--- config.mk ---
export PLATFORM = sky130hd
export DESIGN_NAME = dbus_ctrl
export DESIGN_NICKNAME = d
export VERILOG_FILES = /design/src/rtl/dbus_ctrl_pkg.sv /design/src/rtl/dbus_watchdog.sv /design/src/rtl/dbus_ctrl.sv
export SDC_FILE = /design/constraint.sdc
export NUM_CORES = 1
export LEC_CHECK = 0
export BUFFER_PORTS_ARGS = -buffer_cell sky130_fd_sc_hd__buf_4
export CORE_MARGIN = 2
export CORE_UTILIZATION = 45
export CTS_CLUSTER_DIAMETER = 60
export DETAILED_ROUTE_END_ITERATION = 8
export GPL_TIMING_DRIVEN = 0
export PLACE_DENSITY = 0.76
export SYNTH_ARGS = -nofsm -noshare
export SYNTH_HDL_FRONTEND = slang
export SYNTH_SLANG_ARGS = --single-unit
--- constraint.sdc ---
create_clock -name clk -period 2.45 [get_ports clk]
set_clock_uncertainty 0.2 [all_clocks]
set_input_delay 0 -clock clk [delete_from_list [all_inputs] [get_ports clk]]
set_output_delay 0 -clock clk [all_outputs]
set_load 0.05 [all_outputs]
--- src/rtl/dbus_ctrl_pkg.sv ---
// rtl/dbus_ctrl_pkg.sv - shared request/response types, FSM state enum and error word for dbus_ctrl
package dbus_ctrl_pkg;

    typedef struct packed {
        logic [31:0] a;
        logic        we;
        logic [3:0]  be;
        logic [31:0] d;
    } mem_req_t;

    typedef logic [31:0] mtrans;

    typedef enum logic [1:0] {
        IDLE = 2'd0,
        BUS  = 2'd1,
        RESP = 2'd2
    } dbus_state_e;

    localparam mtrans DBUS_ERR_DATA = 32'hFFFF_FFFF;

endpackage

--- src/rtl/dbus_watchdog.sv ---
// rtl/dbus_watchdog.sv - bus-cycle counter that pulses expire on the last allowed strobe cycle
module dbus_watchdog #(
    parameter int TIMEOUT_CYCLES = 256
) (
    input  logic clk,
    input  logic rst_n,
    input  logic run,
    output logic expire
);

    localparam int CW = (TIMEOUT_CYCLES > 2) ? $clog2(TIMEOUT_CYCLES) : 1;

    logic [CW-1:0] count;

    // Held at zero outside a strobe, so every bus cycle starts counting from zero.
    always_ff @(posedge clk or negedge rst_n) begin
        if (!rst_n) begin
            count <= '0;
        end else if (!run || expire) begin
            count <= '0;
        end else begin
            count <= count + 1'b1;
        end
    end

    assign expire = run && (count == CW'(TIMEOUT_CYCLES - 1));

endmodule

--- src/rtl/dbus_ctrl.sv ---
// rtl/dbus_ctrl.sv - single-outstanding load/store bus controller with flush discard
// Optional strobe timeout and sticky bus_err enabled by defining DBUS_TIMEOUT_EN.
module dbus_ctrl
    import dbus_ctrl_pkg::*;
#(
    parameter int    TIMEOUT_CYCLES = 256,
    parameter mtrans ERR_DATA       = DBUS_ERR_DATA
) (
    input  logic        clk,
    input  logic        rst_n,
    input  logic        req_tvalid,
    output logic        req_tready,
    input  mem_req_t    req_tdata,
    output logic        resp_tvalid,
    input  logic        resp_tready,
    output mtrans       resp_tdata,
    input  logic        flush,
    output logic        bus_stb,
    output logic        bus_we,
    output logic [31:0] bus_addr,
    output logic [3:0]  bus_be,
    output logic [31:0] bus_wdata,
    input  logic        bus_ack,
    input  logic [31:0] bus_rdata
`ifdef DBUS_TIMEOUT_EN
    ,
    output logic        bus_err
`endif
);

    dbus_state_e state, state_d;
    logic        drop;
    logic        req_fire;
    logic        timeout;

    assign req_tready = (state == IDLE) && !flush;
    assign req_fire   = req_tvalid && req_tready;

`ifdef DBUS_TIMEOUT_EN
    logic wd_expire;

    dbus_watchdog #(
        .TIMEOUT_CYCLES(TIMEOUT_CYCLES)
    ) u_watchdog (
        .clk    (clk),
        .rst_n  (rst_n),
        .run    (state == BUS),
        .expire (wd_expire)
    );

    // An ack landing in the expiry cycle completes normally.
    assign timeout = wd_expire && !bus_ack;

    always_ff @(posedge clk or negedge rst_n) begin
        if (!rst_n) begin
            bus_err <= 1'b0;
        end else if (timeout) begin
            bus_err <= 1'b1;
        end
    end
`else
    logic unused_cfg;

    assign timeout    = 1'b0;
    assign unused_cfg = (^ERR_DATA) ^ (TIMEOUT_CYCLES > 1);
`endif

    always_ff @(posedge clk or negedge rst_n) begin
        if (!rst_n) begin
            state <= IDLE;
        end else begin
            state <= state_d;
        end
    end

    always_comb begin
        state_d = state;
        case (state)
            IDLE: if (req_fire) state_d = BUS;
            BUS:  if (bus_ack || timeout) state_d = (drop || flush) ? IDLE : RESP;
            RESP: if (flush || resp_tready) state_d = IDLE;
            default: state_d = IDLE;
        endcase
    end

    // Strobe and valid are flops fed from the next state, keeping bus_ack off any output path.
    always_ff @(posedge clk or negedge rst_n) begin
        if (!rst_n) begin
            bus_stb     <= 1'b0;
            bus_we      <= 1'b0;
            bus_addr    <= '0;
            bus_be      <= '0;
            bus_wdata   <= '0;
            resp_tvalid <= 1'b0;
            resp_tdata  <= '0;
            drop        <= 1'b0;
        end else begin
            bus_stb     <= (state_d == BUS);
            resp_tvalid <= (state_d == RESP);
            if (req_fire) begin
                bus_addr  <= req_tdata.a;
                bus_we    <= req_tdata.we;
                bus_be    <= req_tdata.be;
                bus_wdata <= req_tdata.d;
                drop      <= 1'b0;
            end else if (state == BUS && flush) begin
                drop <= 1'b1;
            end
            if (state == BUS && bus_ack) begin
                resp_tdata <= bus_we ? '0 : bus_rdata;
            end else if (timeout) begin
                resp_tdata <= ERR_DATA;
            end
        end
    end

endmodule

==> results.txt <==
DRT met1 WL: 4.58 mm
Mapped Cells: 269
Pre-CTS WS: 0.328 ns
Residual DRC: 0
Die H: 101 µm
GPL Wtd Cong: 0.726
Fin Hold WS: 0.00142 ns
Setup TNS: 0 ns
Multi-input gate area: 1480 µm²
Fmax: 469 MHz
Lkg Pwr: 0.00347 µW
Synth Cell Area: 4270 µm²
Top routing layer used: met4
Slew Limit Headroom: 50.3%
Sequential Area: 2650 µm²
Min Tclk post-route: 2.13 ns
Area Overhead vs Synth: 70.3%
Req. time, crit path: 2.49 ns
Final Hold Viols: 0
Grt ovf: 0
Reg2Reg Launch Point: state[1]
Final wirelength: 12.1 mm
Seq cells post-synth: 106
Core area: 9200 µm²
Worst Path Class, Setup: flop to flop
Startpoint types: flop
DRT Pass-1 Iters: 4
1st-iter DRT viols: 43
Post-Synth XOR/XNOR Area: 0%
Largest family of logic cells by synthesized area: multiplexers
Reg2reg end: bus_wdata[10]
Layout cells sized above 1: 56.4%
Post-CTS sizing: 0
Number of global-route vias before repair: 3837
Post-synth EDFFs: 0
Worst reg2reg setup slack: 0.32 ns
Cell area after layout: 7270 µm²
PnR worst setup slack: 0.320 ns
Synth Area in Adders: 0%
Root Buffer: clkbuf_8
Simple logic cell fraction of the synthesized area: 6.63%
Worst skew pair latency: 0.35 ns
Buffers added on ports: 210
Met2 Wirelength: 6.41 mm
Syn_nets: 376
Clock tree buffer depth: 2
Starting Density: 46.4%
Placed inst area: 5980 µm²
Final Cycle Share: 86.9%
Crit path max fanout: 10
Unrepaired setup endpoints after global routing: false
Die area: 10300 µm²
Syn avg cell area: 15.9 µm²
Status: finished, final reports clean
Nets: 706
Most frequent cells in the layout: 212 x buf_4, 108 x dlygate4sd3_1, 106 x dfrtp_1, 91 x mux2_2, 32 x nor2b_1
R2r worst-path depth: 4
DP HPWL: 7.55 mm
Clock Pin Slew Worst Setup and Hold Paths: 0.11 ns
Pwr per Cell Area: 1030 nW/µm²
Row cnt: 35
Placed instance count: 590
Max-Cap Viols: 0
Post-synth top flop: dfrtp_1
Worst hold path class: input pin to asynchronous set/reset pin
Global-route wire length before repair: 18.9 mm
H-tree Lvls: 3
N_diodes: 0
Number of vias per cell: 4.82
Vias: 3444
Clock sinks: 106
Crit. End Element: flop
Fillers: 522
Slew Limit Fails: 0
Initial antenna violation count: 0
Tot GR Track Use: 23.8%
Die X: 101 µm
Largest net degree at the start of global routing: 107
# IOs: 211
WL/cell: 16.9 µm
Worst endpoint data arrival time: 2.17 ns
Mux cell area share after synthesis: 27.5%
Met3 Wirelength: 920 µm
Cell variety after synth: 18
Ys async rst share: 100%
Compound-gate portion of the synthesized area: 0.645%
Register area share after synthesis: 62.2%
Routed Antenna Nets: 0
# setup viols final: 0
Fin cells: 714
Commonest non-fill, non-tap cell in the layout: buf_4
CTS tree: done
CTS Buf Count: 9
Max VDD drop: 0.625 mV
Slew @ Worst Pin: 0.742 ns
Synthesis Warnings: 0
[stage by stage]
stage	total power (µW)	utilization, %
global route	7810	79.0
global placement	6290	65.0
floorplan	5100	-
finish	7500	79.0
detailed placement	6360	65.0
CTS	7490	78.7
[registers in the layout, summed over array words and instances (netlist names)]
signal and flops:
bus_be 4, state 2, resp_tdata 32, bus_stb 1
bus_addr 32, bus_wdata 32, bus_we 1, drop 1
resp_tvalid 1
[metal layers]
metal / GRT usage [%] / vias to the layer above
met5: 0 / -
met4: 6.76 / 0
met1: 27.1 / 1715
met3: 6.76 / 16
met2: 43.5 / 134
li1: - / 1579
[cells in the mapped netlist, drive strengths merged (2+ instances only)]
cell,number,area (µm²)
buf,11,113
or3b,2,17.5
clkbuf,4,15.0
dfrtp,106,2650
a21oi,4,20.0
nand2b,2,12.5
mux2,101,1170
nor2b,32,200
[power by group]
group | internal (µW) | switching [µW]
logic | 1390 | 2520
registers | 2270 | 322
clock network | 378 | 610
[final cells by class]
cell class	instances	area share (%)
inverter	1	0.0517
multi-input combinational	147	20.4
timing repair buffer	319	37.0
clock buffer	9	1.70
buffer	15	1.76
clock inverter	6	0.672
sequential	106	36.5
tap	111	1.91
[critical path, stage by stage (launching register included)]
cell and delay, ns:
dfrtp_1 0.39, buf_6 0.13, nor4b_4 0.69, buf_6 0.25, mux2_2 0.35
[kinds of logic after synthesis]
group,Yosys count
AOI/OAI and AO/OA,5
buffers and inverters,16
DFF,106
muxes,101
and+or+nand+nor,41
[repair_timing]
action / in CTS / in global routing
endpoints found under the setup margin: 0 / 0
endpoints found under the hold margin: 212 / 0
hold buffers: 108 / 0
setup buffers: 0 / 0
[worst max path at each step]
stage | slack, ns | startpoint | cells past startpoint | to
after floorplan | 0.59 | state[1] | 4 | bus_addr[0]
after global placement | 0.34 | state[1] | 4 | bus_we
after detailed placement | 0.33 | state[1] | 4 | bus_be[3]
after CTS | 0.30 | state[1] | 4 | bus_be[3]
after global routing | 0.22 | state[1] | 4 | bus_we
final | 0.32 | state[1] | 4 | bus_wdata[10]
No activity file was read; power rests on OpenSTA's default activity.
